==> config.mk <==
export PLATFORM = sky130hd
export DESIGN_NAME = irrigacao_sched
export DESIGN_NICKNAME = d
export VERILOG_FILES = /design/src/rtl/irrigacao_sched.sv
export SDC_FILE = /design/constraint.sdc
export NUM_CORES = 1
export LEC_CHECK = 0
export BUFFER_PORTS_ARGS = -buffer_cell sky130_fd_sc_hd__clkbuf_2
export CORE_UTILIZATION = 33
export DETAILED_ROUTE_END_ITERATION = 8
export SLEW_MARGIN = 20
export SYNTH_ARGS = -nofsm -noshare
export SYNTH_HDL_FRONTEND = slang
export SYNTH_SLANG_ARGS = --single-unit
==> constraint.sdc <==
create_clock -name clk -period 4.1 [get_ports clk]
set_clock_uncertainty 0.1 [all_clocks]
set_input_delay 0.82 -clock clk [delete_from_list [all_inputs] [get_ports clk]]
set_output_delay 0.82 -clock clk [all_outputs]
set_load 0.01 [all_outputs]
==> src/rtl/irrigacao_sched.sv <==
// irrigacao_sched: multi-channel irrigation scheduler.
// Button front end selects a channel and edits its watering period (days),
// a free-running day prescaler counts every channel down independently, and
// a round-robin arbiter runs at most one pump at a time for PUMP_TICKS cycles.
// Optional feature: define MANUAL_RUN_EN to let bt_del in SELECT request an
// immediate watering of the selected channel.
module irrigacao_sched #(
    parameter int N_CH          = 3,
    parameter int PERIOD_W      = 4,
    parameter int TICKS_PER_DAY = 5184000,
    parameter int PUMP_TICKS    = 600,
    localparam int CH_W         = $clog2(N_CH)
) (
    input  logic                clk,
    input  logic                rst_n,
    input  logic                bt_up,
    input  logic                bt_down,
    input  logic                bt_ok,
    input  logic                bt_del,
    output logic [N_CH-1:0]     pump,
    output logic [CH_W-1:0]     disp_ch,
    output logic [PERIOD_W-1:0] disp_val,
    output logic                disp_edit
);

    localparam int PRE_W = (TICKS_PER_DAY > 1) ? $clog2(TICKS_PER_DAY) : 1;
    localparam int CNT_W = (PUMP_TICKS > 1) ? $clog2(PUMP_TICKS) : 1;
    localparam int unsigned N_CH_U = N_CH;
    localparam logic [PRE_W-1:0] PRE_LAST = PRE_W'(TICKS_PER_DAY - 1);
    localparam logic [CNT_W-1:0] CNT_LOAD = CNT_W'(PUMP_TICKS - 1);
    localparam logic [CH_W-1:0]  SEL_LAST = CH_W'(N_CH - 1);

    typedef enum logic {S_SELECT, S_EDIT} state_t;

    state_t              state;
    logic [CH_W-1:0]     sel;
    logic [PERIOD_W-1:0] edit_val;
    logic [PERIOD_W-1:0] period    [N_CH];
    logic [PERIOD_W-1:0] days_left [N_CH];
    logic [N_CH-1:0]     pending;
    logic [CNT_W-1:0]    pump_cnt;
    logic [CH_W-1:0]     last;
    logic [PRE_W-1:0]    presc;
    logic                day_tick;

    logic prev_up, prev_down, prev_ok, prev_del;
    logic e_up, e_down, e_ok, e_del;
    logic act_up, act_down, act_ok, act_del;

    logic            gnt_valid;
    logic [CH_W-1:0] gnt_idx;
    int unsigned     idx;

    // Free-running day prescaler; day_tick marks the wrap cycle.
    always_ff @(posedge clk or negedge rst_n) begin
        if (!rst_n) begin
            presc <= '0;
        end else if (presc == PRE_LAST) begin
            presc <= '0;
        end else begin
            presc <= presc + 1'b1;
        end
    end

    assign day_tick = (presc == PRE_LAST);

    // Previous button levels for rising-edge detection.
    always_ff @(posedge clk or negedge rst_n) begin
        if (!rst_n) begin
            prev_up   <= 1'b0;
            prev_down <= 1'b0;
            prev_ok   <= 1'b0;
            prev_del  <= 1'b0;
        end else begin
            prev_up   <= bt_up;
            prev_down <= bt_down;
            prev_ok   <= bt_ok;
            prev_del  <= bt_del;
        end
    end

    // Edge detection and single-action priority: ok > del > up > down.
    always_comb begin
        e_up     = bt_up & ~prev_up;
        e_down   = bt_down & ~prev_down;
        e_ok     = bt_ok & ~prev_ok;
        e_del    = bt_del & ~prev_del;
        act_ok   = e_ok;
        act_del  = e_del & ~e_ok;
        act_up   = e_up & ~e_ok & ~e_del;
        act_down = e_down & ~e_ok & ~e_del & ~e_up;
    end

    // Round-robin search for the next pending channel after the last grant.
    always_comb begin
        gnt_valid = 1'b0;
        gnt_idx   = '0;
        idx       = '0;
        for (int unsigned k = 1; k <= N_CH_U; k++) begin
            idx = (32'(last) + k) % N_CH_U;
            if (!gnt_valid && pending[idx[CH_W-1:0]]) begin
                gnt_valid = 1'b1;
                gnt_idx   = idx[CH_W-1:0];
            end
        end
    end

    // UI FSM, per-channel day counting and pump arbitration.
    // Later assignments to pending/days_left override earlier ones, which
    // gives commit precedence over a same-cycle day_tick and grant.
    always_ff @(posedge clk or negedge rst_n) begin
        if (!rst_n) begin
            state    <= S_SELECT;
            sel      <= '0;
            edit_val <= '0;
            pending  <= '0;
            pump     <= '0;
            pump_cnt <= '0;
            last     <= SEL_LAST;
            for (int unsigned k = 0; k < N_CH_U; k++) begin
                period[k]    <= '0;
                days_left[k] <= '0;
            end
        end else begin
            if (pump != '0) begin
                if (pump_cnt == '0) begin
                    pump <= '0;
                end else begin
                    pump_cnt <= pump_cnt - 1'b1;
                end
            end else if (gnt_valid) begin
                pump             <= N_CH'(1) << gnt_idx;
                pump_cnt         <= CNT_LOAD;
                last             <= gnt_idx;
                pending[gnt_idx] <= 1'b0;
            end

            if (day_tick) begin
                for (int unsigned k = 0; k < N_CH_U; k++) begin
                    if (period[k] != '0) begin
                        if (days_left[k] <= PERIOD_W'(1)) begin
                            pending[k]   <= 1'b1;
                            days_left[k] <= period[k];
                        end else begin
                            days_left[k] <= days_left[k] - 1'b1;
                        end
                    end
                end
            end

            case (state)
                S_SELECT: begin
                    if (act_ok) begin
                        state    <= S_EDIT;
                        edit_val <= period[sel];
                    end else if (act_up) begin
                        sel <= (sel == SEL_LAST) ? '0 : sel + 1'b1;
                    end else if (act_down) begin
                        sel <= (sel == '0) ? SEL_LAST : sel - 1'b1;
                    end
`ifdef MANUAL_RUN_EN
                    if (act_del) begin
                        pending[sel] <= 1'b1;
                    end
`endif
                end
                S_EDIT: begin
                    if (act_ok) begin
                        period[sel]    <= edit_val;
                        days_left[sel] <= edit_val;
                        pending[sel]   <= 1'b0;
                        state          <= S_SELECT;
                    end else if (act_del) begin
                        state <= S_SELECT;
                    end else if (act_up) begin
                        if (edit_val != '1) edit_val <= edit_val + 1'b1;
                    end else if (act_down) begin
                        if (edit_val != '0) edit_val <= edit_val - 1'b1;
                    end
                end
                default: state <= S_SELECT;
            endcase
        end
    end

    assign disp_ch   = sel;
    assign disp_edit = (state == S_EDIT);
    assign disp_val  = (state == S_EDIT) ? edit_val : period[sel];

endmodule

Word level (Yosys, flattened, before mapping)
Index checks and enable logic that the tools add are counted.
{"block": "word_totals", "register_bits": 76, "latchBits": 0, "ram_bits": 0, "romBits": 0, "in_bits": 6, "word_cells": 170, "memories": 0}
{"block": "op_classes", "add_sub_neg": 12, "multipliers": 0, "div_mod_pow": 3, "magnitude_cmp": 12, "n_eq_ne": 11, "shifts": 1, "muxes": 67, "bitwise_logic": 24, "n_reduce_logical": 22}
{"operator": "$mod A32 B2 Y32 const B", "n": 3}
{"operator": "$mux W4", "n": 17}
{"operator": "$mux W12", "n": 3}
{"operator": "$mux W10", "n": 3}
{"operator": "$bwmux W12", "n": 2}
{"operator": "$mux W3", "n": 8}
{"operator": "$add A23 B1 Y23 const B", "n": 1}
{"operator": "$eq A23 B23 Y1 const B", "n": 1}
{"operator": "$mux W23", "n": 1}
{"operator": "$mux W1", "n": 17}
{"operator": "$reduce_bool A4 Y1", "n": 4}
{"operator": "$sub A4 B1 Y4 const B", "n": 4}
{"operator": "$lt A2 B3 Y1 const B", "n": 5}
{"operator": "$mux W2", "n": 7}
{"operator": "$le A4 B1 Y1 const B", "n": 3}
{"operator": "$and A1 B1 Y1", "n": 10}
{"operator": "$logic_not A10 Y1", "n": 1}
{"operator": "$sub A10 B1 Y10 const B", "n": 1}
{"operator": "$not A1 Y1", "n": 9}
{"operator": "$bmux W4 S2", "n": 1}
{"operator": "$demux W4 S2", "n": 1}
{"operator": "$ne A2 B2 Y1 const B", "n": 4}
{"operator": "$pmux W4 S2", "n": 1}
{"operator": "$reduce_and A2 Y1", "n": 4}
{"operator": "27 further kinds", "n": 41}

Depth between registers and ports, before layout
{"block": "depth", "ltp_word": 25, "ltp_mapped": 9, "mapped_depth_nobuf": 9}

Least setup slack after synthesis
No wires, ideal clock.
{"block": "synth_path", "kind": "input -> register", "startpoint": "in bt_up", "endpoint": "reg edit_val[3]", "setup_ns": 0.104, "arrival_ns": 2.457, "t_required_ns": 3.896, "path_slack_ns": 1.439, "stages": 9, "path_buffers": 0, "path_cell_list": "nor2b_1 -> nand3_1 -> ha_1 -> a21o_1 -> a21oi_1 -> xnor2_1 -> nand2b_1 -> o21ai_0 -> a221oi_1"}
{"block": "synth_between", "elab_chain_len": 7, "elab_cells_between_ends": 13, "cone_classes": "3 x eq/ne; 4 x mux; 5 x bitwise; 1 x reduce/logical"}
{"item": "from (decl)", "line": "16", "text": "input logic bt_up,"}
{"item": "$and A1 B1 Y1 (*)", "line": "84", "text": "e_up = bt_up & ~prev_up;"}
{"item": "$and A1 B1 Y1 (2 in a row)", "line": "90", "text": "act_up = e_up & ~e_ok & ~e_del;"}
{"item": "$mux W4", "line": "175", "text": "end else if (act_up) begin"}
{"item": "$mux W4", "line": "173", "text": "end else if (act_del) begin"}
{"item": "$mux W4", "line": "168", "text": "if (act_ok) begin"}
{"item": "$pmux W4 S2", "line": "151", "text": "case (state)"}
{"item": "to (signal assigned)", "line": "155", "text": "edit_val <= period[sel];"}
{"item": "to (signal assigned)", "line": "176", "text": "if (edit_val != '1) edit_val <= edit_val + 1'b1;"}
{"item": "to (signal assigned)", "line": "178", "text": "if (edit_val != '0) edit_val <= edit_val - 1'b1;"}
{"item": "to (decl)", "line": "37", "text": "logic [PERIOD_W-1:0] edit_val;"}
Every way passes the cells marked *; elsewhere a longest branch is shown, timed or not. The select of a mux whose other input is x is not followed.
A chain may end at the register's enable or synchronous reset.

Worst setup path in the final report
{"block": "layout_path", "startpoint": "reg sel[0], in the netlist disp_ch[0]", "endpoint": "out disp_val[0]"}
{"block": "layout_between", "elab_chain_len": 5}
{"item": "from (decl)", "line": "36", "text": "logic [CH_W-1:0] sel;"}
{"item": "from (signal assigned)", "line": "157", "text": "sel <= (sel == SEL_LAST) ? '0 : sel + 1'b1;"}
{"item": "from (signal assigned)", "line": "159", "text": "sel <= (sel == '0) ? SEL_LAST : sel - 1'b1;"}
{"item": "$not A2 Y3 (implied by the code)", "line": "188", "text": "assign disp_val = (state == S_EDIT) ? edit_val : period[sel];"}
{"item": "$bmux W4 S2", "line": "188"}
{"item": "$mux W4 (implied by the code) (2 in a row)", "line": "188"}
{"item": "$mux W4", "line": "188"}
{"item": "to (decl)", "line": "22", "text": "output logic [PERIOD_W-1:0] disp_val,"}
Every way passes these cells. The select of a mux whose other input is x is not followed.

==> flow_summary.yaml <==
drt:
  drc: 0
  ant_nets: 0
  vias_per_cell: 4.998
  wl_met1_um: 4244
  wire_per_inst_um: 13.31
  vias: 3179
  wl_met3_um: 188
  routed.top_layer: "met4"
  met2WireLength_um: 3906
  drt-pass1-iter-count: 4
  wirelength_um: 8462
  drtIter0Drc: 147
critical_path:
  worst_setup_path_end_kind: "output pin"
  path_cells: "mux2i_1, nor2_1, a311oi_1, a21oi_1, clkbuf_2"
  required_ns: 3.18
  rr_startpoint: "last[1]$_DFFE_PN1P_"
  cpPeakStageDelay_ns: 0.53
  crit_slowest_cell: "dfrtp_1"
  worstPathMaxFanout: 7
  reg2reg_depth: 7
  timing.rr.end: "pending[2]$_DFF_PN0_"
  worst-setup-path-type: "flip-flop to output pin"
  critPathLaunchType: "flip-flop"
  cp.arrival_ns: 1.78
  r2r_slack_ns: 1.41
  crit_family: "flip-flops"
  critPathBufInv: 1
global_route:
  antenna_found_initial: 0
  grt_pass1_wl_um: 15150
  grt_pass1_vias: 3235
  grt-ovfl-total: 0
  grt.total_usage: 0.1456
  grt_max_degree: 77
outcome:
  outcome: "finished clean"
clock_network:
  cts_buffers: 9
  clock_latency_ns: 0.34
  post-cts-setup-buffers: 0
  hold_buffers: 0
  cts-root-buf: "clkbuf_16"
  cts_buffer_depth: 2
  clk_pin_slew_ns: 0.06
  cts_tree: "yes"
  htreeDepth: 3
  clkSinkCount: 76
  postCtsResizedCells: 0
power_and_ir_drop:
  p_leak_nw: 2.197
  peakVddDrop_mv: 0.1736
  power_frac_seq: 0.410
  p_sw_mw: 0.9141
  pwr-share-clk: 0.340
  combPwrFrac: 0.250
  p_per_area_nw_per_um2: 573.0
  p_int_mw: 1.819
  swShare: 0.3345
floorplanning:
  num_io_pins: 16
  start_util: 0.3431
  die_y_um: 114.7
  core_um2: 12210
  rows: 40
  fp.dieW_um: 114.7
  die_area_um2: 13150
logic_synthesis:
  syn_avg_cell_area_um2: 9.312
  yosysWarnings: 0
  synth_edf_count: 0
  synthTopCellsByArea: "dfrtp_1 (45%), ha_1 (4.8%), nand2_1 (4.7%)"
  seq_area_frac_synth: 0.4542
  synthFlopType: "dfrtp_1"
  async_flop_share: 1.000
  synth.distinct_cells: 55
  yosys.area.top_type: "dfrtp_1"
  syn_area_um2: 4190
  syn_nets: 473
  synth_cells: 450
  synth-seq-cells: 76
  synth_top_cell_area_share: 0.4479
placement:
  dpl.hpwl_um: 5927
  io_buffers: 15
  gp_congestion: 0.8570
sta:
  maxSlewViolCount: 0
  min_period_over_period: 0.6581
  post-route-min-period_ns: 2.698
  rsz0062_at_grt: "false"
  fin_setup_tns_ns: 0
  hold_viol: 0
  max_freq_ghz: 0.3706
  worst_pin_slew_ns: 0.9491
  setup-violations-final: 0
  relSlewSlack: 0.3673
  holdWs_ns: 0.3699
hold_path:
  whs_endpoint: "presc[8]$_DFF_PN0_"
  hold_class: "flip-flop to flip-flop"
  hp-start: "presc[8]$_DFF_PN0_"
  whs_path_depth: 1
cells_and_area:
  area_growth_pct: 13.82
  drive_above_1_share: 0.08761
  nets: 486
  num_antenna_cells: 0
run:
  cap_violations: 0
==> how the worst max path moves through the flow <==
stage                     cells past startpoint                       to  slack (ns)              startpoint
after floorplan                               9  edit_val[3]$_DFFE_PN0P_        1.44                   bt_up
after global placement                       10  edit_val[3]$_DFFE_PN0P_        1.18                   bt_up
after detailed placement                     10  edit_val[3]$_DFFE_PN0P_        1.12                   bt_up
after CTS                                     5              disp_val[0]        1.37  disp_ch[0]$_DFFE_PN0P_
after global routing                          5              disp_val[0]        1.22  disp_ch[0]$_DFFE_PN0P_
final                                         5              disp_val[0]        1.40  disp_ch[0]$_DFFE_PN0P_
==> power groups by stage <==
| stage | Clock, mW | Combinational [mW] | Sequential [mW] |
|---|---|---|---|
| CTS | 0.949 | 0.691 | 1.12 |
| floorplan | 0 | 0.566 | 1.04 |
| detailed placement | 0 | 0.688 | 1.13 |
| global placement | 0 | 0.669 | 1.13 |
| finish | 0.928 | 0.684 | 1.12 |
| global route | 0.984 | 0.801 | 1.15 |
==> per-stage QoR <==
step / std cells / total power [mW] / utilization / setup slack [ns] / area [um2]
floorplan: 450 / 1.603 / - / 1.439 / 4190
CTS: 636 / 2.760 / 0.3906 / 1.367 / 4770
finish: 636 / 2.733 / 0.3906 / 1.402 / 4770
global route: 636 / 2.935 / 0.3906 / 1.216 / 4770
global placement: 620 / 1.798 / 0.3619 / 1.176 / 4419
detailed placement: 620 / 1.821 / 0.3619 / 1.116 / 4419
==> synthesized netlist by cell type (6+ instances only) <==
library cell / number
a21o_1: 6
a21oi_1: 28
and3_1: 9
clkbuf_1: 10
dfrtp_1: 75
ha_1: 16
inv_1: 25
mux2i_1: 18
nand2_1: 53
nand2b_1: 7
nand3_1: 20
nor2_1: 34
nor2b_1: 8
nor3_1: 13
o21ai_0: 30
xnor2_1: 9
xor2_1: 14
==> per-layer routing <==
metal | GRT usage | vias up
met5 | 0 | -
met4 | 0.05714 | 0
met3 | 0.02965 | 8
met2 | 0.2364 | 32
met1 | 0.1903 | 1523
li1 | - | 1616
==> sequential cells by signal, indices dropped and copies added, names as in the netlist <==
register   count
days_left     12
pump           3
prev_ok        1
disp_ch        2
period        12
last           2
prev_del       1
prev_up        1
disp_edit      1
pump_cnt      10
presc         23
edit_val       4
prev_down      1
pending        3
==> worst reg2reg max path: stages (launching register included) <==
cell,delay (ns)
dfstp_2,0.55
ha_1,0.30
and2_1,0.18
o32ai_1,0.48
a211oi_1,0.14
nor4b_1,0.57
a2bb2oi_1,0.20
nor2_1,0.05
==> cells by family after synthesis <==
kind of cell,after synthesis,share of synthesized area
compound gates,98,0.1463
xor+xnor,23,0.04808
fa+ha+maj,17,0.05255
buf+inv,40,0.04001
flops,76,0.4542
mux,18,0.04300
simple gates,178,0.2159
==> final cells by class <==
cell class                 instances  area [um2]
sequential                        76        1903
clock buffer                      10       239.0
timing repair buffer              17       92.59
fill                            1212        7442
multi-input combinational        334        2120
tap                              168       210.2
inverter                          25       93.84
clock inverter                     6       111.4
==> layout by cell type (no fill, tap or decap), drive strengths merged, types with 16 or more instances in the layout <==
master / n
dfrtp: 75
nand2: 53
nor2: 34
o21ai: 31
a21oi: 28
inv: 25
clkbuf: 24
nand3: 21
mux2i: 18
ha: 16
No activity file was read; power rests on OpenSTA's default activity.
